==> src/rtl/lsq_mem_issue.sv <==
// rtl/lsq_mem_issue.sv - LSQ head issue to data memory with CDB completion broadcast
module lsq_mem_issue #(
    parameter int ROB_IDX_BITS = 5,
    parameter int PREG_BITS    = 6
) (
    input  logic                    clk_i,
    input  logic                    rst_ni,
    input  logic                    mispredict_i,
    input  logic                    lsq_empty_i,
    input  logic                    head_ready_i,
    input  logic                    head_is_store_i,
    input  logic [2:0]              head_funct3_i,
    input  logic [31:0]             head_addr_i,
    input  logic [31:0]             head_wdata_i,
    input  logic [ROB_IDX_BITS-1:0] head_rob_idx_i,
    input  logic [PREG_BITS-1:0]    head_pd_i,
    input  logic [ROB_IDX_BITS-1:0] rob_head_idx_i,
    output logic                    arbiter_pop_o,
    output logic [31:0]             dmem_addr_o,
    output logic [3:0]              dmem_rmask_o,
    output logic [3:0]              dmem_wmask_o,
    output logic [31:0]             dmem_wdata_o,
    input  logic [31:0]             dmem_rdata_i,
    input  logic                    dmem_resp_i,
    output logic                    cdb_valid_o,
    output logic [ROB_IDX_BITS-1:0] cdb_rob_idx_o,
    output logic [PREG_BITS-1:0]    cdb_pd_o,
    output logic [31:0]             cdb_data_o,
    output logic                    cdb_misaligned_o
);

    typedef enum logic [1:0] {
        ST_IDLE  = 2'd0,
        ST_WAIT  = 2'd1,
        ST_DONE  = 2'd2,
        ST_DRAIN = 2'd3
    } state_e;

    state_e                  state_q, state_d;
    logic                    is_store_q, is_store_d;
    logic [2:0]              funct3_q, funct3_d;
    logic [1:0]              off_q, off_d;
    logic [ROB_IDX_BITS-1:0] rob_q, rob_d;
    logic [PREG_BITS-1:0]    pd_q, pd_d;

    logic [31:0]             addr_q, addr_d;
    logic [3:0]              rmask_q, rmask_d;
    logic [3:0]              wmask_q, wmask_d;
    logic [31:0]             wdata_q, wdata_d;
    logic                    cdb_valid_q, cdb_valid_d;
    logic [ROB_IDX_BITS-1:0] cdb_rob_q, cdb_rob_d;
    logic [PREG_BITS-1:0]    cdb_pd_q, cdb_pd_d;
    logic [31:0]             cdb_data_q, cdb_data_d;
    logic                    cdb_mis_q, cdb_mis_d;

    logic [1:0]  head_size;
    logic [1:0]  head_off;
    logic        head_misaligned;
    logic [3:0]  head_mask;
    logic        issue;
    logic [31:0] rdata_shifted;
    logic [31:0] load_value;

    assign head_size = head_funct3_i[1:0];
    assign head_off  = head_addr_i[1:0];

    // Halfwords need an even address; words (and the unused size 3) need a word-aligned one.
    assign head_misaligned = ((head_size == 2'b01) && head_off[0]) ||
                             (head_size[1] && (head_off != 2'b00));

    // Byte-lane enables for the head access, shifted to its lane offset.
    always_comb begin
        head_mask = 4'b0000;
        case (head_size)
            2'b00:   head_mask = 4'b0001 << head_off;
            2'b01:   head_mask = 4'b0011 << head_off;
            default: head_mask = 4'b1111;
        endcase
    end

    // Stores wait for the ROB head so that memory is never written speculatively.
    assign issue = (state_q == ST_IDLE) && !lsq_empty_i && head_ready_i && !mispredict_i &&
                   (!head_is_store_i || (head_rob_idx_i == rob_head_idx_i));

    // The pop is combinational, so it is masked while reset is held to keep it low asynchronously.
    assign arbiter_pop_o = issue && rst_ni;

    // Align the returned word to the accessed lane, then extend per the latched load type.
    always_comb begin
        rdata_shifted = dmem_rdata_i >> {off_q, 3'b000};
        load_value    = rdata_shifted;
        case (funct3_q)
            3'b000:  load_value = {{24{rdata_shifted[7]}}, rdata_shifted[7:0]};
            3'b001:  load_value = {{16{rdata_shifted[15]}}, rdata_shifted[15:0]};
            3'b100:  load_value = {24'd0, rdata_shifted[7:0]};
            3'b101:  load_value = {16'd0, rdata_shifted[15:0]};
            default: load_value = rdata_shifted;
        endcase
    end

    // Next-state and registered-output logic for the issue FSM.
    always_comb begin
        state_d     = state_q;
        is_store_d  = is_store_q;
        funct3_d    = funct3_q;
        off_d       = off_q;
        rob_d       = rob_q;
        pd_d        = pd_q;
        addr_d      = addr_q;
        rmask_d     = rmask_q;
        wmask_d     = wmask_q;
        wdata_d     = wdata_q;
        cdb_valid_d = 1'b0;
        cdb_rob_d   = cdb_rob_q;
        cdb_pd_d    = cdb_pd_q;
        cdb_data_d  = cdb_data_q;
        cdb_mis_d   = cdb_mis_q;

        case (state_q)
            ST_IDLE: begin
                if (issue) begin
                    is_store_d = head_is_store_i;
                    funct3_d   = head_funct3_i;
                    off_d      = head_off;
                    rob_d      = head_rob_idx_i;
                    pd_d       = head_pd_i;
                    if (head_misaligned) begin
                        // No memory access; report the fault on the next cycle.
                        cdb_valid_d = 1'b1;
                        cdb_rob_d   = head_rob_idx_i;
                        cdb_pd_d    = head_is_store_i ? '0 : head_pd_i;
                        cdb_data_d  = 32'd0;
                        cdb_mis_d   = 1'b1;
                        state_d     = ST_DONE;
                    end else begin
                        addr_d  = {head_addr_i[31:2], 2'b00};
                        rmask_d = head_is_store_i ? 4'b0000 : head_mask;
                        wmask_d = head_is_store_i ? head_mask : 4'b0000;
                        wdata_d = head_is_store_i ? (head_wdata_i << {head_off, 3'b000}) : 32'd0;
                        state_d = ST_WAIT;
                    end
                end
            end
            ST_WAIT: begin
                if (dmem_resp_i) begin
                    rmask_d = 4'b0000;
                    wmask_d = 4'b0000;
                    if (mispredict_i) begin
                        state_d = ST_IDLE;
                    end else begin
                        cdb_valid_d = 1'b1;
                        cdb_rob_d   = rob_q;
                        cdb_pd_d    = is_store_q ? '0 : pd_q;
                        cdb_data_d  = is_store_q ? 32'd0 : load_value;
                        cdb_mis_d   = 1'b0;
                        state_d     = ST_DONE;
                    end
                end else if (mispredict_i) begin
                    // The request must still be seen through by memory; only the broadcast is dropped.
                    state_d = ST_DRAIN;
                end
            end
            ST_DONE: begin
                state_d = ST_IDLE;
            end
            ST_DRAIN: begin
                if (dmem_resp_i) begin
                    rmask_d = 4'b0000;
                    wmask_d = 4'b0000;
                    state_d = ST_IDLE;
                end
            end
            default: begin
                state_d = ST_IDLE;
            end
        endcase
    end

    // State and output registers; reset abandons any outstanding request.
    always_ff @(posedge clk_i or negedge rst_ni) begin
        if (!rst_ni) begin
            state_q     <= ST_IDLE;
            is_store_q  <= 1'b0;
            funct3_q    <= 3'b000;
            off_q       <= 2'b00;
            rob_q       <= '0;
            pd_q        <= '0;
            addr_q      <= 32'd0;
            rmask_q     <= 4'b0000;
            wmask_q     <= 4'b0000;
            wdata_q     <= 32'd0;
            cdb_valid_q <= 1'b0;
            cdb_rob_q   <= '0;
            cdb_pd_q    <= '0;
            cdb_data_q  <= 32'd0;
            cdb_mis_q   <= 1'b0;
        end else begin
            state_q     <= state_d;
            is_store_q  <= is_store_d;
            funct3_q    <= funct3_d;
            off_q       <= off_d;
            rob_q       <= rob_d;
            pd_q        <= pd_d;
            addr_q      <= addr_d;
            rmask_q     <= rmask_d;
            wmask_q     <= wmask_d;
            wdata_q     <= wdata_d;
            cdb_valid_q <= cdb_valid_d;
            cdb_rob_q   <= cdb_rob_d;
            cdb_pd_q    <= cdb_pd_d;
            cdb_data_q  <= cdb_data_d;
            cdb_mis_q   <= cdb_mis_d;
        end
    end

    assign dmem_addr_o      = addr_q;
    assign dmem_rmask_o     = rmask_q;
    assign dmem_wmask_o     = wmask_q;
    assign dmem_wdata_o     = wdata_q;
    assign cdb_valid_o      = cdb_valid_q;
    assign cdb_rob_idx_o    = cdb_rob_q;
    assign cdb_pd_o         = cdb_pd_q;
    assign cdb_data_o       = cdb_data_q;
    assign cdb_misaligned_o = cdb_mis_q;

endmodule
==> config.mk <==
export PLATFORM = sky130hd
export DESIGN_NAME = lsq_mem_issue
export DESIGN_NICKNAME = d
export VERILOG_FILES = /design/src/rtl/lsq_mem_issue.sv
export SDC_FILE = /design/constraint.sdc
export NUM_CORES = 1
export LEC_CHECK = 0
export ABC_AREA = 0
export CELL_PAD_IN_SITES_DETAIL_PLACEMENT = 1
export CELL_PAD_IN_SITES_GLOBAL_PLACEMENT = 2
export CORE_MARGIN = 1
export CORE_UTILIZATION = 28
export CTS_CLUSTER_DIAMETER = 100
export DETAILED_ROUTE_END_ITERATION = 10
export PLACE_DENSITY = 0.78
export SKIP_CTS_REPAIR_TIMING = 1
export SYNTH_ARGS = -nofsm -noshare
export SYNTH_HDL_FRONTEND = slang
export SYNTH_SLANG_ARGS = --single-unit
==> constraint.sdc <==
create_clock -name clk_i -period 2.1 [get_ports clk_i]
set_input_delay 0.42 -clock clk_i [delete_from_list [all_inputs] [get_ports clk_i]]
set_output_delay 0.42 -clock clk_i [all_outputs]
set_load 0.02 [all_outputs]
* Word level (Yosys, flattened, before mapping)
Cells that the tools add are included.
** Word-level totals
- Register bits :: 134
- Bits of input ports :: 122
** Operators by class
- Equal/unequal tests :: 16
- Shift operators :: 4
- Mux-type cells :: 47
- Bitwise gates (word level) :: 1
- Reduce and logical (&&, ||, !) cells :: 24
** Operators with widths (number)
- 32-bit 2-to-1 mux :: 6
- 32-bit one-hot mux with 4 select lines :: 1
- 32-bit one-hot mux with 2 select lines :: 1
- 6-bit 2-to-1 mux :: 6
- 32-bit by 5-bit << shifter with 32-bit output :: 1
- 32-bit by 5-bit >> shifter with 32-bit output :: 1
- 4-bit 2-to-1 mux :: 7
- 4-bit one-hot mux with 2 select lines :: 3
- 5-bit 2-to-1 mux :: 4
- 2-bit 2-to-1 mux :: 6
- 2-bit != test, second input constant :: 6
- 6-bit one-hot mux with 2 select lines :: 1
- 5-bit one-hot mux with 2 select lines :: 1
- 1-bit 2-to-1 mux :: 8
- 2-bit one-hot mux with 4 select lines :: 1
- 1-bit logical AND :: 7
- 3-bit equality test, second input constant :: 2
- 3-bit AND reduction :: 2
- 2-bit nonzero test :: 3
- 5-bit equality test :: 1
- 5-bit AND reduction :: 1
- 2-bit by 1-bit equality test with 1-bit output, second input constant :: 2
- 2-bit equality test, second input constant :: 2
- 2-bit logical NOT :: 2
- 13 further kinds :: 17

* Longest topological paths before layout
- Depth in word-level cells :: 7
- Depth in mapped cells :: 9

* Worst setup path after synthesis
No wires, ideal clock.
- Path kind :: flip-flop to output port
- Start :: register state_q[1]
- End :: output port arbiter_pop_o
- Arrival :: 1.689 ns
- Data required time :: 1.680 ns
- Path slack :: -0.009 ns
- Stages on the path, launching flop included :: 7
- Cell sequence :: dfrtp_1 -> nor4_2 -> nand4_1 -> o21ai_2 -> buf_2 -> buf_2 -> and2_1
** On the way
- Word-level cells in the longest chain between the ends :: 6
** Ends and longest elaborated chain
- start, declared :: RTL line 39 : state_e state_q, state_d;
- start signal, assigned :: RTL line 198 : state_q <= state_d;
- 2-bit logical NOT :: RTL line 82 : assign issue = (state_q == ST_IDLE) && !lsq_empty_i && head_ready_i && !mispredict_i &&
- 1-bit logical AND (4 in a row) :: RTL line 82
- 1-bit logical AND :: RTL line 86 : assign arbiter_pop_o = issue && rst_ni;
- end, declared :: RTL line 18 : output logic arbiter_pop_o,
Every way passes these cells.

* Worst setup path in the final report
- Start :: input port mispredict_i
- End :: output port arbiter_pop_o
** On the way
- Word-level cells in the longest chain between the ends :: 4
** Ends and longest elaborated chain
- start, declared :: RTL line 8 : input logic mispredict_i,
- 1-bit logical NOT :: RTL line 82
- 1-bit logical AND (2 in a row) :: RTL line 82
- 1-bit logical AND :: RTL line 86
Every way passes these cells.

==> reports/metrics.yaml <==
drt:
  drtIter0Drc: 207
  dr.pass1.iters: 4
  vias_per_cell: 4.64
  ant_nets: 0
  drt_wl_total_um: 21800
  wl_per_cell_um: 18.0
  via_count: 5616
  drc: 0
finish:
  drive_gt1_share_pct: 19.8
  instances_no_fill: 1211
  syn_to_final_growth_pct: 54.5
  num-nets-final: 1002
  nFillCells: 2614
  n_antenna_cell: 0
run:
  cap_violations: 0
outcome:
  failed_checks: "negative setup slack"
  status: "finished with violations"
clocking:
  cts.htree.levels: 4
  cts_buffer_depth: 2
  cts_sinks: 134
  cts_buffers: 17
  clkLatencyLatePin_ns: 0.41
  cts.root.buffer_cell: "clkbuf_16"
  path_clk_slew_ns: 0.06
  tritoncts: "yes"
sta:
  tightest_slew_ns: 0.746
  relSlewSlack_pct: 50.3
  rsz0062_at_grt: "yes"
  fmax_mhz: 445
  setup_slack_ns: -0.149
  hold_viol: 0
  setup-violations-final: 92
  slew_violations: 0
  fin_crit_sh_pct: 107
  min_period_ns: 2.25
  fin_setup_tns_ns: -5.91
  skew_ns: 0.00539
critical_path:
  crit_required_ns: 1.68
  path_class: "input port to primary output"
  end_kind: "primary output"
  worst_r2r_endpoint: "dmem_addr_o[21]"
  crit_arrival_ns: 1.83
  cp-start-kind: "input port"
  worstRegToRegCells: 7
  rrSetupSlack_ns: -0.10
  r2r-start: "state_q[0]"
  worstPathMaxFanout: 3
synthesis:
  ys_ff_latch: 134
  synth_top_cell_area_share_pct: 49.5
  synth_top_area_cell: "dfrtp_1"
  synth_common_cells: "dfrtp_1 (134), nand2_1 (69), mux2_2 (63), mux2i_1 (56), mux2_1 (42)"
  synth_cell_types: 49
  netlist_area_mm2: 0.00678
  ys.flop_type: "dfrtp_1"
  synth-edff-count: 0
  avgSynthCellArea_um2: 11.2
  yosysMostFrequentCell: "dfrtp_1"
  synth_cells: 603
  yosys_warnings: 0
  synthArstFlopShare_pct: 100
  synthTopCellsByArea: "dfrtp_1 (49%), mux2_2 (10%), mux2i_1 (8.3%)"
  yosysSeqAreaShare_pct: 49.5
pwr:
  p_switching_uw: 5270
  power_density_mw_per_mm2: 1360
  swShare_pct: 37.0
  ir_worst_vdd_v: 0.000522
  seqPwrFrac_pct: 31.2
  power.leakage_uw: 0.00451
  internal_power_uw: 8980
  power.share.combinational_pct: 47.6
  clkPwrFrac_pct: 21.2
grt:
  grt_pass1_vias: 5944
  grt_pass1_wl_um: 34000
  grt_use_total_pct: 18.2
  grt-ovfl-total: 0
  antenna_found_initial: 1
  busiest_layer: "met2"
  use_met3_pct: 3.69
  use_met1_pct: 24.1
  grt_use_met2_pct: 29.9
  grt_max_degree: 135
placement:
  io_buffers: 237
  place_congestion: 0.787
  dp_hpwl_um: 16200
  dp_cells: 1176
floorplanning:
  die_w_um: 158
  coreArea_mm2: 0.0236
  pin_count: 240
  initial_core_util_pct: 28.7
  die_area_mm2: 0.0248
  chipHeight_um: 158
  row_count: 56
worst_hold_path:
  hold_path.class: "input port to async pin"
state kept, by name, summed over array words and instances (netlist names), 3 cells and up:
name	cells
pd_q	6
cdb_pd_o	6
funct3_q	3
rob_q	5
dmem_wmask_o	4
dmem_rmask_o	4
dmem_addr_o	30
cdb_data_o	32
dmem_wdata_o	32
cdb_rob_idx_o	5
power by group through the flow:
stage / Clock [uW] / Combinational, uW / Sequential, uW
global route: 3250 / 7260 / 4610
global placement: 0 / 6670 / 4450
floorplan: 0 / 2280 / 5620
finish: 3030 / 6780 / 4440
CTS: 3130 / 6800 / 4470
detailed placement: 0 / 6760 / 4500
area by class of cell:
| cell class | instances | area [um^2] | share of cell area, % |
|---|---|---|---|
| clock buffers | 17 | 425 | 4.06 |
| clock inverters | 14 | 163 | 1.55 |
| inverters | 26 | 97.6 | 0.932 |
| multi-input cells | 401 | 3110 | 29.7 |
| flip-flops and latches | 134 | 3350 | 32.0 |
| well taps | 319 | 399 | 3.81 |
| repair buffers | 300 | 2920 | 27.9 |
kinds of logic (layout without fill, tap and decap cells):
family,after synthesis,in the layout,synth area share (%)
and+or+nand+nor,141,141,9.40
buffers and inverters,69,357,5.36
xor gates and xnor gates,5,5,0.646
DFF,134,134,49.5
AOI/OAI and AO/OA,92,92,9.33
muxes,161,161,25.7
other,1,2,0.0553
cells in the final DEF, fill, tap and decap left out, types with 6 or more instances in the layout:
cell type and n:
and2_1 7, mux2_4 6, clkdlybuf4s50_1 235, a31oi_1 16, mux2_2 63, dfrtp_1 134
nand2_1 69, a22o_1 6, a21oi_1 9, buf_4 56, clkbuf_16 17, mux2_1 36
o211ai_1 8, inv_6 7, a211oi_1 24, inv_1 25, o21ai_0 15, nor2_1 38
mux2i_1 56
metrics by stage:
| stage | area (um^2) | total power (uW) | util (%) | worst slack [ns] | hold WS, ns |
|---|---|---|---|---|---|
| finish | 10500 | 14200 | 44.3 | -0.149 | 0.171 |
| global route | 10500 | 15100 | 44.3 | -0.244 | 0.214 |
| CTS | 10400 | 14400 | 44.0 | -0.664 | 0.219 |
| detailed placement | 9810 | 11300 | 41.5 | -0.641 | 0.475 |
| global placement | 9810 | 11100 | 41.5 | -0.674 | 0.466 |
| floorplan | 6780 | 7890 | - | 0.0262 | 0.124 |
worst max-delay path by stage:
stage                      start               to  depth (start not counted)
4_1_cts        head_rob_idx_i[3]    arbiter_pop_o                          6
2_1_floorplan         state_q[1]    arbiter_pop_o                          6
3_3_place_gp   head_rob_idx_i[3]    arbiter_pop_o                          6
5_1_grt               state_q[0]    arbiter_pop_o                          5
3_5_place_dp   head_rob_idx_i[3]  dmem_addr_o[20]                          8
6_report            mispredict_i    arbiter_pop_o                          6
per-layer routing:
layer | vias up | wire (um)
met4 | 0 | 274
li1 | 2657 | -
met3 | 19 | 1050
met2 | 153 | 10700
met5 | - | 0
met1 | 2787 | 9820
worst max-delay path: stages:
cell and delay, ns:
clkdlybuf4s50_1 0.45, nor4_2 0.27, nand4_1 0.21, o21ai_4 0.19, and2_2 0.16, buf_4 0.13
No activity file was read; power rests on OpenSTA's default activity.
